**src/rtl/tile_dispatcher_if.sv**
```systemverilog
`default_nettype none
// ============================================================================
// Module   : tile_dispatcher_if
// Purpose  : Command, solver and merged-result signals of the tile dispatcher.
// Revision : 1.0
// ============================================================================
interface tile_dispatcher_if #(
    parameter int NUM_SOLVERS    = 4,
    parameter int TILE_SIZE_BITS = 6,
    parameter int DATA_BITS      = 16
);
    localparam int c_AB = 2 * TILE_SIZE_BITS;
    localparam int c_SB = $clog2(NUM_SOLVERS);

    logic                            in_valid;
    logic                            in_ready;
    logic                            in_end_of_stream;
    logic [31:0]                     in_data;

    logic [NUM_SOLVERS-1:0]          sol_in_valid;
    logic [NUM_SOLVERS-1:0]          sol_in_end_of_stream;
    logic [31:0]                     sol_in_data;
    logic [NUM_SOLVERS-1:0]          sol_in_ready;

    logic [NUM_SOLVERS-1:0]          sol_out_valid;
    logic [NUM_SOLVERS*c_AB-1:0]     sol_out_addr;
    logic [NUM_SOLVERS*DATA_BITS-1:0] sol_out_data;
    logic [NUM_SOLVERS-1:0]          sol_out_ready;

    logic                            out_valid;
    logic                            out_ready;
    logic [c_AB-1:0]                 out_addr;
    logic [DATA_BITS-1:0]            out_data;
    logic [c_SB-1:0]                 out_solver;

    logic [NUM_SOLVERS-1:0]          busy;
    logic                            tile_done;
    logic [c_SB-1:0]                 tile_done_solver;

    // Dispatcher side
    modport slave (
        input  in_valid, in_end_of_stream, in_data,
        input  sol_in_ready,
        input  sol_out_valid, sol_out_addr, sol_out_data,
        input  out_ready,
        output in_ready,
        output sol_in_valid, sol_in_end_of_stream, sol_in_data,
        output sol_out_ready,
        output out_valid, out_addr, out_data, out_solver,
        output busy, tile_done, tile_done_solver
    );

    // Environment side: upstream source, solvers and result sink
    modport master (
        output in_valid, in_end_of_stream, in_data,
        output sol_in_ready,
        output sol_out_valid, sol_out_addr, sol_out_data,
        output out_ready,
        input  in_ready,
        input  sol_in_valid, sol_in_end_of_stream, sol_in_data,
        input  sol_out_ready,
        input  out_valid, out_addr, out_data, out_solver,
        input  busy, tile_done, tile_done_solver
    );
endinterface

`default_nettype wire

```
**src/rtl/tile_dispatcher.sv**
```systemverilog
`default_nettype none
// ============================================================================
// Module   : tile_dispatcher
// Purpose  : Routes command tiles round-robin to free solvers and merges their
//            pixel results into one registered stream. Optional statistics
//            counters are built when TILE_DISPATCHER_STATS_EN is defined.
// Revision : 1.0
// ============================================================================
module tile_dispatcher #(
    parameter int NUM_SOLVERS    = 4,
    parameter int TILE_SIZE_BITS = 6,
    parameter int DATA_BITS      = 16
) (
    input  wire             clk,
    input  wire             rst,
    tile_dispatcher_if.slave bus
`ifdef TILE_DISPATCHER_STATS_EN
    ,
    output logic [31:0]     tiles_dispatched,
    output logic [31:0]     pixels_emitted
`endif
);
    localparam int              c_AB       = 2 * TILE_SIZE_BITS;
    localparam int              c_SB       = $clog2(NUM_SOLVERS);
    localparam logic [c_AB-1:0] c_PIX_LAST = {c_AB{1'b1}};

    typedef enum logic [0:0] {
        S_IDLE   = 1'b0,
        S_STREAM = 1'b1
    } state_t;

    state_t                 r_state;
    state_t                 w_state_nxt;
    logic [c_SB-1:0]        r_sel;
    logic [c_SB-1:0]        w_sel_nxt;
    logic [c_SB-1:0]        r_rr_ptr;
    logic [c_SB-1:0]        r_out_ptr;
    logic [NUM_SOLVERS-1:0] r_busy;
    logic [NUM_SOLVERS-1:0] w_busy_set;
    logic [NUM_SOLVERS-1:0] w_busy_clr;
    logic [c_AB-1:0]        r_pix_cnt [NUM_SOLVERS];

    logic                   w_free_found;
    logic [c_SB-1:0]        w_free_idx;
    logic                   w_tile_end;
    logic                   w_load;
    logic                   w_grant_found;
    logic [c_SB-1:0]        w_grant_idx;
    logic                   w_grant;
    logic                   w_pix_wrap;

    logic                   r_out_valid;
    logic [c_AB-1:0]        r_out_addr;
    logic [DATA_BITS-1:0]   r_out_data;
    logic [c_SB-1:0]        r_out_solver;
    logic                   r_tile_done;
    logic [c_SB-1:0]        r_tile_done_solver;

    // First set bit of vec at or after start, wrapping; MSB of result = found.
    function automatic logic [c_SB:0] first_set(input logic [NUM_SOLVERS-1:0] vec,
                                                input logic [c_SB-1:0]        start);
        logic [c_SB:0]   res;
        logic [c_SB-1:0] idx;
        res = '0;
        for (int k = NUM_SOLVERS - 1; k >= 0; k--) begin
            idx = start + c_SB'(k);
            if (vec[idx]) begin
                res = {1'b1, idx};
            end
        end
        return res;
    endfunction

    // Selection uses the registered busy vector, so a solver freed this cycle
    // becomes eligible only on the following cycle.
    assign {w_free_found, w_free_idx}   = first_set(~r_busy, r_rr_ptr);
    assign {w_grant_found, w_grant_idx} = first_set(bus.sol_out_valid, r_out_ptr);

    assign w_load     = !r_out_valid || bus.out_ready;
    assign w_grant    = w_load && w_grant_found && !rst;
    assign w_pix_wrap = w_grant && (r_pix_cnt[w_grant_idx] == c_PIX_LAST);

    always_comb begin
        w_state_nxt               = r_state;
        w_sel_nxt                 = r_sel;
        w_tile_end                = 1'b0;
        bus.in_ready              = 1'b0;
        bus.sol_in_valid          = '0;
        bus.sol_in_end_of_stream  = '0;
        case (r_state)
            S_IDLE: begin
                if (w_free_found) begin
                    w_sel_nxt   = w_free_idx;
                    w_state_nxt = S_STREAM;
                end
            end
            S_STREAM: begin
                if (!rst) begin
                    bus.sol_in_valid[r_sel]         = bus.in_valid;
                    bus.sol_in_end_of_stream[r_sel] = bus.in_end_of_stream;
                    bus.in_ready                    = bus.sol_in_ready[r_sel];
                    w_tile_end = bus.in_valid && bus.sol_in_ready[r_sel] && bus.in_end_of_stream;
                    if (w_tile_end) begin
                        w_state_nxt = S_IDLE;
                    end
                end
            end
            default: w_state_nxt = S_IDLE;
        endcase
    end

    assign bus.sol_in_data = bus.in_data;

    always_comb begin
        bus.sol_out_ready = '0;
        w_busy_set        = '0;
        w_busy_clr        = '0;
        if (w_grant) begin
            bus.sol_out_ready[w_grant_idx] = 1'b1;
        end
        if (w_tile_end) begin
            w_busy_set[r_sel] = 1'b1;
        end
        if (w_pix_wrap) begin
            w_busy_clr[w_grant_idx] = 1'b1;
        end
    end

    always_ff @(posedge clk) begin
        if (rst) begin
            r_state            <= S_IDLE;
            r_sel              <= '0;
            r_rr_ptr           <= '0;
            r_out_ptr          <= '0;
            r_busy             <= '0;
            r_out_valid        <= 1'b0;
            r_out_addr         <= '0;
            r_out_data         <= '0;
            r_out_solver       <= '0;
            r_tile_done        <= 1'b0;
            r_tile_done_solver <= '0;
            for (int i = 0; i < NUM_SOLVERS; i++) begin
                r_pix_cnt[i] <= '0;
            end
        end else begin
            r_state     <= w_state_nxt;
            r_sel       <= w_sel_nxt;
            // A new tile landing on a solver outranks a stray wrap of its counter
            r_busy      <= (r_busy & ~w_busy_clr) | w_busy_set;
            r_tile_done <= 1'b0;
            if (w_tile_end) begin
                r_rr_ptr <= r_sel + c_SB'(1);
            end
            if (w_load) begin
                r_out_valid <= w_grant;
            end
            if (w_grant) begin
                r_out_addr   <= bus.sol_out_addr[w_grant_idx*c_AB +: c_AB];
                r_out_data   <= bus.sol_out_data[w_grant_idx*DATA_BITS +: DATA_BITS];
                r_out_solver <= w_grant_idx;
                r_out_ptr    <= w_grant_idx + c_SB'(1);
                if (w_pix_wrap) begin
                    r_pix_cnt[w_grant_idx] <= '0;
                    r_tile_done            <= 1'b1;
                    r_tile_done_solver     <= w_grant_idx;
                end else begin
                    r_pix_cnt[w_grant_idx] <= r_pix_cnt[w_grant_idx] + c_AB'(1);
                end
            end
        end
    end

    assign bus.out_valid        = r_out_valid;
    assign bus.out_addr         = r_out_addr;
    assign bus.out_data         = r_out_data;
    assign bus.out_solver       = r_out_solver;
    assign bus.busy             = r_busy;
    assign bus.tile_done        = r_tile_done;
    assign bus.tile_done_solver = r_tile_done_solver;

`ifdef TILE_DISPATCHER_STATS_EN
    logic [31:0] r_tiles_dispatched;
    logic [31:0] r_pixels_emitted;

    always_ff @(posedge clk) begin
        if (rst) begin
            r_tiles_dispatched <= '0;
            r_pixels_emitted   <= '0;
        end else begin
            if (w_tile_end) begin
                r_tiles_dispatched <= r_tiles_dispatched + 32'd1;
            end
            if (r_out_valid && bus.out_ready) begin
                r_pixels_emitted <= r_pixels_emitted + 32'd1;
            end
        end
    end

    assign tiles_dispatched = r_tiles_dispatched;
    assign pixels_emitted   = r_pixels_emitted;
`else
    // Statistics counters are not built in this configuration.
`endif

endmodule

`default_nettype wire

```
**src/flat_wrapper.sv**
```systemverilog
// flat-port wrapper written by rule: the top's interface ports become plain ports
module tile_dispatcher_flat 
#(
    parameter int NUM_SOLVERS    = 4,
    parameter int TILE_SIZE_BITS = 6,
    parameter int DATA_BITS      = 16
)
  (clk, rst, bus_in_valid, bus_in_end_of_stream, bus_in_data, bus_sol_in_ready, bus_sol_out_valid, bus_sol_out_addr, bus_sol_out_data, bus_out_ready, bus_in_ready, bus_sol_in_valid, bus_sol_in_end_of_stream, bus_sol_in_data, bus_sol_out_ready, bus_out_valid, bus_out_addr, bus_out_data, bus_out_solver, bus_busy, bus_tile_done, bus_tile_done_solver);
  tile_dispatcher_if #(.NUM_SOLVERS(NUM_SOLVERS), .TILE_SIZE_BITS(TILE_SIZE_BITS), .DATA_BITS(DATA_BITS)) bus_i ();
  input  wire clk;
  input  wire rst;
  input wire logic [$bits(bus_i.in_valid)-1:0] bus_in_valid;
  input wire logic [$bits(bus_i.in_end_of_stream)-1:0] bus_in_end_of_stream;
  input wire logic [$bits(bus_i.in_data)-1:0] bus_in_data;
  input wire logic [$bits(bus_i.sol_in_ready)-1:0] bus_sol_in_ready;
  input wire logic [$bits(bus_i.sol_out_valid)-1:0] bus_sol_out_valid;
  input wire logic [$bits(bus_i.sol_out_addr)-1:0] bus_sol_out_addr;
  input wire logic [$bits(bus_i.sol_out_data)-1:0] bus_sol_out_data;
  input wire logic [$bits(bus_i.out_ready)-1:0] bus_out_ready;
  output wire logic [$bits(bus_i.in_ready)-1:0] bus_in_ready;
  output wire logic [$bits(bus_i.sol_in_valid)-1:0] bus_sol_in_valid;
  output wire logic [$bits(bus_i.sol_in_end_of_stream)-1:0] bus_sol_in_end_of_stream;
  output wire logic [$bits(bus_i.sol_in_data)-1:0] bus_sol_in_data;
  output wire logic [$bits(bus_i.sol_out_ready)-1:0] bus_sol_out_ready;
  output wire logic [$bits(bus_i.out_valid)-1:0] bus_out_valid;
  output wire logic [$bits(bus_i.out_addr)-1:0] bus_out_addr;
  output wire logic [$bits(bus_i.out_data)-1:0] bus_out_data;
  output wire logic [$bits(bus_i.out_solver)-1:0] bus_out_solver;
  output wire logic [$bits(bus_i.busy)-1:0] bus_busy;
  output wire logic [$bits(bus_i.tile_done)-1:0] bus_tile_done;
  output wire logic [$bits(bus_i.tile_done_solver)-1:0] bus_tile_done_solver;
  assign bus_i.in_valid = bus_in_valid;
  assign bus_i.in_end_of_stream = bus_in_end_of_stream;
  assign bus_i.in_data = bus_in_data;
  assign bus_i.sol_in_ready = bus_sol_in_ready;
  assign bus_i.sol_out_valid = bus_sol_out_valid;
  assign bus_i.sol_out_addr = bus_sol_out_addr;
  assign bus_i.sol_out_data = bus_sol_out_data;
  assign bus_i.out_ready = bus_out_ready;
  assign bus_in_ready = bus_i.in_ready;
  assign bus_sol_in_valid = bus_i.sol_in_valid;
  assign bus_sol_in_end_of_stream = bus_i.sol_in_end_of_stream;
  assign bus_sol_in_data = bus_i.sol_in_data;
  assign bus_sol_out_ready = bus_i.sol_out_ready;
  assign bus_out_valid = bus_i.out_valid;
  assign bus_out_addr = bus_i.out_addr;
  assign bus_out_data = bus_i.out_data;
  assign bus_out_solver = bus_i.out_solver;
  assign bus_busy = bus_i.busy;
  assign bus_tile_done = bus_i.tile_done;
  assign bus_tile_done_solver = bus_i.tile_done_solver;
  tile_dispatcher #(.NUM_SOLVERS(NUM_SOLVERS), .TILE_SIZE_BITS(TILE_SIZE_BITS), .DATA_BITS(DATA_BITS)) u_core (.clk(clk), .rst(rst), .bus(bus_i));
endmodule
```
**config.mk**
```make
export PLATFORM = sky130hd
export DESIGN_NAME = tile_dispatcher_flat
export DESIGN_NICKNAME = d
export VERILOG_FILES = /design/src/rtl/tile_dispatcher_if.sv /design/src/rtl/tile_dispatcher.sv /design/src/flat_wrapper.sv
export SDC_FILE = /design/constraint.sdc
export NUM_CORES = 1
export LEC_CHECK = 0
export ABC_CLOCK_PERIOD_IN_PS = 3800
export CAP_MARGIN = 20
export CORE_MARGIN = 5
export CORE_UTILIZATION = 42
export CTS_BUF_LIST = sky130_fd_sc_hd__clkbuf_16
export CTS_CLUSTER_DIAMETER = 60
export DETAILED_ROUTE_END_ITERATION = 16
export GPL_ROUTABILITY_DRIVEN = 0
export PLACE_DENSITY = 0.81
export SLEW_MARGIN = 20
export SYNTH_ARGS = -nofsm -noshare
export SYNTH_HDL_FRONTEND = slang
export SYNTH_SLANG_ARGS = --single-unit
```
**constraint.sdc**
```tcl
create_clock -name clk -period 3.8 [get_ports clk]
set_input_delay 0.38 -clock clk [delete_from_list [all_inputs] [get_ports clk]]
set_output_delay 0.38 -clock clk [all_outputs]
set_load 0.01 [all_outputs]
```
==> metrics.md <==
| Metric | Value |
|---|---|
| Status | `finished, final reports clean` |
| Peak supply drop | `253 uV` |
| Hpwl dp | `11.6 mm` |
| Slowest stage delay, CP | `0.85 ns` |
| Crit-path cells | `clkdlybuf4s50_1 > nand2b_1 > a21oi_2 > o32ai_4 > a21oi_1 > a22o_1 > inv_1 > ha_1 > nor3b_2 > and3_1 > nand2_1 > a32o_1` |
| Clock root buffer | `clkbuf_16` |
| Vias | `4,807` |
| First-pass GRT wire length | `24.8 mm` |
| Share of cells above drive strength 1 | `0.104` |
| Min-Delay Path Class | `flop to flop` |
| Top FF cell, synth | `edfxtp_1` |
| Peak Freq | `0.287 GHz` |
| Core ar. | `12,100 um2` |
| Slowest-stage cell, CP | `o32ai_4` |
| Max Cap Violations | `0` |
| Synth area leaders | `edfxtp_1, dfxtp_1, buf_4` |
| Synthesis-to-finish area growth | `38.3%` |
| Fin Clk Skew | `0.00839 ns` |
| Setup violations, final | `0` |
| Die ar. | `14,800 um2` |
| PnR Total Power | `3.08 mW` |
| Yosys top cell area share | `0.275` |
| Setup CP Type | `input port to flop` |
| Drt total wl | `15.8 mm` |
| Slew Viols, Final | `0` |
| CTS tree | `built` |
| Antenna Nets Post-Route | `0` |
| Drt initial violations | `367` |
| ANT cells | `0` |
| Worst Path Required | `4.03 ns` |
| Power Dens Cells | `426 nW/um2` |
| Pre-CTS setup slack | `0.0360 ns` |
| Post-synth cell types | `51` |
| Die Ht | `122 um` |
| Port bufs | `175` |
| Initial antenna violation count | `0` |
| Part of the cycle the worst path needs | `0.918` |
| PnR worst setup slack | `0.313 ns` |
| Critical Path Source Type | `input port` |
| Cts hold-fix bufs | `0` |
| Worst-path maximum fanout | `26` |
| Drt wl/cell | `18.4 um` |
| Worst skew pair latency | `0.34 ns` |
| Crit path capture type | `flop` |
| Worst-path clk slew | `0.07 ns` |
| Site Rows | `40` |
| RSZ-0062 raised after global routing | `no` |
| Gr usage total | `0.212` |
| Worst-margin pin slew | `0.975 ns` |
| Vias per cell | `5.59` |
| I/O pin count | `240` |
| Fin. Hold Viols | `0` |
| WP buf/inv | `2` |
| Leak | `2.77 nW` |
| Setup Fix Bufs, Post-CTS | `0` |
| Post-synth top cells | `nand2_1, nor2_1, edfxtp_1` |
| Seq/Total Area, Yosys | `0.448` |
| CTS H-tree lvls | `3` |
| CTS max path bufs | `2` |
| Crit path time final | `3.49 ns` |
| Critical Path AT | `3.72 ns` |
| # clock sinks | `93` |
| DRC Markers | `0` |
| Nets | `853` |
| Hold slack | `0.461 ns` |
| Asr flop ratio synth | `0` |
| GR Overflow Total | `0` |
| Mapped cell area | `5230 um2` |
| Post-Synthesis Cells | `548` |
| Synth Net Count | `714` |
| Max transition margin | `0.350` |
| DR pass1 iterations | `5` |
| Synth area leader | `edfxtp_1` |
| Post-synth EDFFs | `48` |
| Largest net degree at the start of global routing | `35` |
| Post-CTS Resized | `0` |
| Setup TNS | `0 ns` |
| Largest delay share family, worst path | `compound AO/OA/AOI/OAI gates` |
| Number of synthesized register bits | `93` |
| Ys Warns | `0` |
| CTS buffer count | `9` |
| Die width | `122 um` |
| Mapped Avg Cell Area | `9.55 um2` |
| Initial Utilization | `0.432` |
| Vias in the first global route | `5,001` |
| Most common cell in the netlist | `nand2_1` |
## per-layer routing
layer	global-route usage	share of wire	up-vias
met5	0	0	-
met4	0.0917	0.033	0
met3	0.0608	0.094	46
met2	0.376	0.49	252
met1	0.236	0.38	2279
li1	-	-	2230
## registers in the layout, summed over array words and instances (netlist names)
name	cells
u_core.bus.out_valid	1
u_core.r_sel	2
u_core.r_rr_ptr	2
u_core.r_state	1
u_core.r_out_ptr	2
u_core.bus.busy	4
u_core.r_pix_cnt	48
u_core.bus.out_solver	2
u_core.bus.tile_done_solver	2
u_core.bus.tile_done	1
u_core.bus.out_data	16
u_core.bus.out_addr	12
## stage by stage
stage / utilization / instance area [um2] / std cells
3_5_place_dp: 0.574 / 6950 / 844
2_1_floorplan: - / 5230 / 548
5_1_grt: 0.598 / 7240 / 860
3_3_place_gp: 0.574 / 6950 / 844
4_1_cts: 0.598 / 7240 / 860
6_report: 0.598 / 7240 / 860
## placed cells by master, fill, tap and decap left out, types with 2 or more instances in the layout
master           synthesis  layout
xnor2_1                  6       6
and3_1                  15      15
nor2b_1                  4       4
nor3b_1                  2       2
nand3_1                  6       6
ha_1                     9       9
inv_1                   16      16
edfxtp_1                48      48
a21oi_1                 44      43
dfxtp_1                 45      45
nor2_1                  53      53
mux2i_1                 22      22
a21oi_2                  1       2
a32o_1                   4       4
a221o_1                 21      21
clkinv_2                 0       2
a221oi_1                 7       7
nor3_1                  14      13
o21ai_0                 35      35
a31oi_1                  2       2
o21ai_1                  5       5
buf_4                   36      19
a22o_1                  10      10
a21o_1                   2       2
nand2_1                 65      65
clkbuf_16                0       9
inv_2                    2       2
clkinvlp_4               0       2
mux2_2                  23      23
clkdlybuf4s50_1          0     175
## report_power, final
| group | internal, mW | switching [mW] | leakage (nW) |
|---|---|---|---|
| Sequential | 1.17 | 0.0474 | 0.872 |
| Combinational | 0.479 | 0.508 | 1.76 |
| Clock | 0.505 | 0.370 | 0.139 |
| Total | 2.16 | 0.926 | 2.77 |
## cells by family (layout without fill, tap and decap cells)
group	after synthesis	count (layout)	synth area share
and+or+nand+nor	170	170	0.150
AOI/OAI and AO/OA	140	140	0.187
DFF	93	93	0.448
buffers and inverters	84	228	0.0887
muxes	46	46	0.0959
adders and majority gates	9	9	0.0215
xor gates and xnor gates	6	6	0.0100
## worst min-delay path: cells and delay by family (launching register included)
family             cells  cell delay (ns)
DFF                    1             0.31
AOI/OAI and AO/OA      1             0.05
and+or+nand+nor        1             0.05
## final timing paths
kind	startpoint	to	slack, ns	cells after the start
hold reg to reg	u_core.bus.out_solver[1]	u_core.bus.out_solver[1]	0.46	2
setup reg to reg	u_core.r_out_ptr[1]	u_core.bus.busy[1]	0.43	10
hold / removal	u_core.bus.out_solver[1]	u_core.bus.out_solver[1]	0.46	2
setup / recovery	bus_sol_out_valid[1]	u_core.bus.busy[1]	0.31	12
## final cells by class
cell class / count / area, um2
Clock inverter: 7 / 65.1
Timing Repair Buffer: 194 / 1890
Fill cell: 1018 / 4870
Tap cell: 168 / 210
Sequential cell: 93 / 2340
Clock buffer: 9 / 225
Multi-Input combinational cell: 371 / 2440
Inverter: 18 / 67.6
Note: power is estimated with default switching activity, not from simulation.
